File: config.mk
export PLATFORM = sky130hd
export DESIGN_NAME = univ_shift_reg_flat
export DESIGN_NICKNAME = d
export VERILOG_FILES = /design/src/rtl/univ_shift_reg_if.sv /design/src/rtl/univ_shift_reg.sv /design/src/flat_wrapper.sv
export SDC_FILE = /design/constraint.sdc
export NUM_CORES = 1
export LEC_CHECK = 0
export ABC_AREA = 0
export BUFFER_PORTS_ARGS = -buffer_cell sky130_fd_sc_hd__buf_2
export CORE_ASPECT_RATIO = 1.75
export CORE_MARGIN = 4
export CORE_UTILIZATION = 49
export DETAILED_ROUTE_END_ITERATION = 10
export GPL_ROUTABILITY_DRIVEN = 0
export HOLD_SLACK_MARGIN = 0.05
export PLACE_DENSITY = 0.73
export SETUP_SLACK_MARGIN = 0.5
export SLEW_MARGIN = 10
export SYNTH_ARGS = -nofsm -noshare
export SYNTH_HDL_FRONTEND = slang
export SYNTH_SLANG_ARGS = --single-unit
File: constraint.sdc
create_clock -name clk -period 1.9 [get_ports clk]
set_clock_uncertainty 0.1 [all_clocks]
set_input_delay 0.19 -clock clk [delete_from_list [all_inputs] [get_ports clk]]
set_output_delay 0.19 -clock clk [all_outputs]
set_load 0.01 [all_outputs]
File: src/rtl/univ_shift_reg_if.sv
// Control and data bundle for the universal shift register.
// The master drives operation requests; the slave returns register state and burst status.
interface univ_shift_reg_if #(
    parameter int WIDTH = 8
);
    localparam int AW = $clog2(WIDTH) + 1;

    logic             en;
    logic [2:0]       mode;
    logic             sin_l;
    logic             sin_r;
    logic [WIDTH-1:0] par_in;
    logic             start;
    logic [AW-1:0]    amount;
    logic [WIDTH-1:0] q;
    logic             sout_msb;
    logic             sout_lsb;
    logic             busy;
    logic             done;

    modport master (
        output en, mode, sin_l, sin_r, par_in, start, amount,
        input  q, sout_msb, sout_lsb, busy, done
    );

    modport slave (
        input  en, mode, sin_l, sin_r, par_in, start, amount,
        output q, sout_msb, sout_lsb, busy, done
    );
endinterface

File: src/rtl/univ_shift_reg.sv
// WIDTH-bit universal shift register: single-step shift/rotate/load plus a
// counted burst engine that repeats one shift operation with a busy/done handshake.
module univ_shift_reg #(
    parameter int WIDTH = 8
) (
    input  logic            clk,
    input  logic            rst,
    univ_shift_reg_if.slave bus
);
    localparam int AW = $clog2(WIDTH) + 1;

    typedef enum logic {IDLE, RUN} state_t;

    state_t           state_q, state_d;
    logic [WIDTH-1:0] q_q, q_d;
    logic [AW-1:0]    cnt_q, cnt_d;
    logic [2:0]       op_q, op_d;
    logic             busy_q, busy_d;
    logic             done_q, done_d;
    logic             burst_mode;

    function automatic logic [WIDTH-1:0] step_fn(
        input logic [2:0]       op,
        input logic [WIDTH-1:0] v,
        input logic             sl,
        input logic             sr,
        input logic [WIDTH-1:0] par
    );
        logic [WIDTH-1:0] r;
        case (op)
            3'b001:  r = {v[WIDTH-2:0], sr};
            3'b010:  r = {sl, v[WIDTH-1:1]};
            3'b011:  r = {v[WIDTH-2:0], v[WIDTH-1]};
            3'b100:  r = {v[0], v[WIDTH-1:1]};
            3'b101:  r = {v[WIDTH-1], v[WIDTH-1:1]};
            3'b110:  r = par;
            default: r = v;
        endcase
        return r;
    endfunction

    // Only the five shift/rotate modes can be repeated as a burst.
    assign burst_mode = (bus.mode >= 3'd1) && (bus.mode <= 3'd5);

    always_comb begin
        state_d = state_q;
        q_d     = q_q;
        cnt_d   = cnt_q;
        op_d    = op_q;
        busy_d  = busy_q;
        done_d  = 1'b0;
        case (state_q)
            IDLE: begin
                if (bus.start && burst_mode) begin
                    op_d  = bus.mode;
                    cnt_d = bus.amount;
                    if (bus.amount != '0) begin
                        state_d = RUN;
                        busy_d  = 1'b1;
                    end else begin
                        done_d = 1'b1;
                    end
                end else if (bus.en) begin
                    q_d = step_fn(bus.mode, q_q, bus.sin_l, bus.sin_r, bus.par_in);
                end
            end
            RUN: begin
                if (bus.en) begin
                    q_d   = step_fn(op_q, q_q, bus.sin_l, bus.sin_r, bus.par_in);
                    cnt_d = cnt_q - AW'(1);
                    if (cnt_q == AW'(1)) begin
                        state_d = IDLE;
                        busy_d  = 1'b0;
                        done_d  = 1'b1;
                    end
                end
            end
            default: state_d = IDLE;
        endcase
    end

    always_ff @(posedge clk or negedge rst) begin
        if (!rst) begin
            state_q <= IDLE;
            q_q     <= '0;
            cnt_q   <= '0;
            op_q    <= '0;
            busy_q  <= 1'b0;
            done_q  <= 1'b0;
        end else begin
            state_q <= state_d;
            q_q     <= q_d;
            cnt_q   <= cnt_d;
            op_q    <= op_d;
            busy_q  <= busy_d;
            done_q  <= done_d;
        end
    end

    assign bus.q        = q_q;
    assign bus.sout_msb = q_q[WIDTH-1];
    assign bus.sout_lsb = q_q[0];
    assign bus.busy     = busy_q;
    assign bus.done     = done_q;
endmodule

File: src/flat_wrapper.sv
// flat-port wrapper written by rule: the top's interface ports become plain ports
module univ_shift_reg_flat 
#(
    parameter int WIDTH = 8
)
  (clk, rst, bus_en, bus_mode, bus_sin_l, bus_sin_r, bus_par_in, bus_start, bus_amount, bus_q, bus_sout_msb, bus_sout_lsb, bus_busy, bus_done);
  univ_shift_reg_if #(.WIDTH(WIDTH)) bus_i ();
  input  logic clk;
  input  logic rst;
  input wire logic [$bits(bus_i.en)-1:0] bus_en;
  input wire logic [$bits(bus_i.mode)-1:0] bus_mode;
  input wire logic [$bits(bus_i.sin_l)-1:0] bus_sin_l;
  input wire logic [$bits(bus_i.sin_r)-1:0] bus_sin_r;
  input wire logic [$bits(bus_i.par_in)-1:0] bus_par_in;
  input wire logic [$bits(bus_i.start)-1:0] bus_start;
  input wire logic [$bits(bus_i.amount)-1:0] bus_amount;
  output wire logic [$bits(bus_i.q)-1:0] bus_q;
  output wire logic [$bits(bus_i.sout_msb)-1:0] bus_sout_msb;
  output wire logic [$bits(bus_i.sout_lsb)-1:0] bus_sout_lsb;
  output wire logic [$bits(bus_i.busy)-1:0] bus_busy;
  output wire logic [$bits(bus_i.done)-1:0] bus_done;
  assign bus_i.en = bus_en;
  assign bus_i.mode = bus_mode;
  assign bus_i.sin_l = bus_sin_l;
  assign bus_i.sin_r = bus_sin_r;
  assign bus_i.par_in = bus_par_in;
  assign bus_i.start = bus_start;
  assign bus_i.amount = bus_amount;
  assign bus_q = bus_i.q;
  assign bus_sout_msb = bus_i.sout_msb;
  assign bus_sout_lsb = bus_i.sout_lsb;
  assign bus_busy = bus_i.busy;
  assign bus_done = bus_i.done;
  univ_shift_reg #(.WIDTH(WIDTH)) u_core (.clk(clk), .rst(rst), .bus(bus_i));
endmodule
==> summary.md <==
| Metric | Value |
|---|---|
| Syn nets | `about 210` |
| First-pass GRT wire length | `between 8000 and 9000 µm` |
| Startpoint types | `flop` |
| Crit path max fanout | `7` |
| Die width | `roughly 50 µm` |
| Die Ht | `about 83 µm` |
| FFs w/ async S/R, synth | `100.0%` |
| PnR worst setup slack | `between 200 and 300 ps` |
| Max cap viols | `0` |
| Main synth FF type | `dfrtp_1` |
| Max-slew headroom | `around 69%` |
| Crit end category | `flop` |
| Layout cells sized above 1 | `47.72%` |
| CP arrival | `about 1700 ps` |
| Reg-to-reg setup timing slack | `roughly 260 ps` |
| Root Driver | `clkbuf_8` |
| Cell with the most instances after synthesis | `nand2_1` |
| Synthesized flop and latch total | `18` |
| Leading post-synthesis cells by cell area | `dfrtp_1 28%, a221oi_1 5.5%, nand2_1 4.9%` |
| CTS tree | `done` |
| Yosys top cell area share | `approximately 28%` |
| Setup TNS | `0 ps` |
| Clock Pin Slew Worst Setup and Hold Paths | `70 ps` |
| Initial core utilization | `approximately half` |
| Inserted Diodes | `0` |
| Final setup violation count | `0` |
| Most frequent cells after synthesis | `21 x nand2_1, 18 x dfrtp_1, 14 x nand3_1, 14 x o21ai_0` |
| Residual DRC | `0` |
| Congestion Overflow GR | `0` |
| CTS Sinks | `18` |
| Largest net degree at the start of global routing | `19` |
| Pre-CTS setup slack | `173.1 ps` |
| Vias in the first global route | `1830` |
| DR vias/cell | `~6.5` |
| Cell Rows | `27` |
| Post-Route WL | `between 5000 and 6000 µm` |
| Slew Limit Fails | `0` |
| Slew at the pin closest to its max-slew limit | `463.5 ps` |
| Min Tclk post-route | `around 1600 ps` |
| RSZ-0062 raised after global routing | `yes` |
| HPWL after detailed placement | `3630 µm` |
| Yosys warning total | `0` |
| Post-layout nets | `approximately 270` |
| Achievable Freq | `around 610 MHz` |
| Lkg Pwr | `0.9845 nW` |
| Data required, critical path | `about 2000 ps` |
| Die area | `approximately 4300 µm²` |
| Synth Instances | `roughly 190` |
| Outcome | `finished, final reports clean` |
| Final period util | `86.28%` |
| HP Class | `input port to flop` |
| Routed len/inst | `a little over 20 µm` |
| IO Port Bufs | `32` |
| PD cells | `between 1000 and 1500 nW/µm²` |
| TritonCTS Buffers | `3` |
| I/O Pins | `33` |
| Total core area | `roughly 3100 µm²` |
| Final ANT Viol Nets | `0` |
| Sequential element share of the synthesized area | `between 20% and 30%` |
| Library cells used by synthesis | `45` |
| Hold Fails Final Rpt | `0` |
| Drt first-iter violations | `around 130` |
| Syn avg cell area | `around 8.3 µm²` |
| Initial antenna violation count | `0` |
| Total Power | `between 3 and 4 mW` |
| GRT Total Usage | `26.59%` |
| DRT Pass-1 Iters | `4` |
| H-Tree Depth | `1` |
| Clk buf depth | `2` |
| Via count | `around 1900` |
| Syn Std Cell Area | `around 1600 µm²` |
| Area grow syn2layout | `43.01%` |
| Post-synth EDFFs | `0` |
| WS Path Type | `flop to flop` |
| Max IR drop VDD | `around 0.90 mV` |
| Clock latency on the worst-skew pair | `260 ps` |
| Synth area leader | `dfrtp_1` |
-- routing by layer --
layer | part of all wire (%) | track usage [%] | vias up
li1 | - | - | 822
met1 | 33 | 27.88 | 894
met2 | 55 | 48.88 | 110
met3 | 6.4 | 2.504 | 32
met4 | 5.8 | 14.95 | 0
met5 | 0 | 0 | -
-- path summary, 6_finish.rpt --
path | start | to | cells after the start
max reg2reg | u_core.op_q[2] | u_core.bus.q[2] | 5
min | bus_amount[3] | u_core.cnt_q[3] | 3
min in group asynchronous | rst | u_core.bus.q[0] | 2
max | u_core.op_q[2] | u_core.bus.q[2] | 5
min reg2reg | u_core.bus.busy | u_core.bus.busy | 2
max in group asynchronous | rst | u_core.op_q[2] | 2
-- critical path, stage by stage, from the launching register on --
cell and delay (ps):
dfrtp_2 460, buf_4 180, o211ai_1 230, buf_4 220
a221oi_4 90, o31ai_4 270
-- what timing repair did --
| action | in CTS | in global routing |
|---|---|---|
| setup buffers | 14 | 2 |
| pin swaps | 11 | 8 |
| hold endpoints to repair | 18 | 0 |
| gates resized for setup | 31 | 17 |
| hold buffers | 1 | 0 |
| setup endpoints to repair | 18 | 17 |
-- cell usage in the layout (no fill, tap or decap), types with 6 or more instances in the layout --
cell	synthesis	final
buf_2	6	32
buf_4	3	25
nand2_1	21	21
dfrtp_1	18	14
o21ai_0	14	12
nand3_1	14	12
nand2b_1	10	8
buf_6	2	7
inv_1	7	6
a21oi_1	7	6
mux2i_1	6	6
-- registers in the layout, indices dropped and copies added, names as in the netlist --
name	count
u_core.bus.q	8
u_core.state_q	1
u_core.bus.done	1
u_core.cnt_q	4
u_core.bus.busy	1
u_core.op_q	3
-- power breakdown --
| group | total (mW) | leakage, nW | switching [mW] | internal, mW |
|---|---|---|---|---|
| Combinational | 1.91 | 0.745 | 0.962 | 0.950 |
| Clock | 0.271 | 0.0216 | 0.130 | 0.141 |
| Sequential | 0.817 | 0.218 | 0.287 | 0.531 |
| Total | 3.00 | 0.984 | 1.38 | 1.62 |
-- metrics by stage --
step	cells	hold WS (ps)	cell area, µm²	util [%]
6_report	284	129.8	2280	72.56
3_5_place_dp	264	52.82	1867	59.42
2_1_floorplan	191	-205.6	1648	-
3_3_place_gp	264	59.60	1867	59.42
4_1_cts	282	126.6	2171	69.10
5_1_grt	284	160.2	2280	72.56
-- kinds of logic after synthesis --
logic type               share of synthesized area [%]
AO/OA/AOI/OAI                                    31.79
adder cells (fa/ha/maj)                          1.570
buffers and inverters                            8.242
flip-flops                                       28.26
multiplexers                                     8.006
AND/OR/NAND/NOR                                  22.14
-- layout make-up --
cell class                 instances  area [µm²]
clock buffer                       3       41.29
fill                             237       862.1
inverter                           7       26.28
multi-input combinational        147        1251
sequential                        18       455.4
tap                               43       53.80
timing repair buffer              66       451.7
Note: power is estimated with default switching activity, not from simulation.
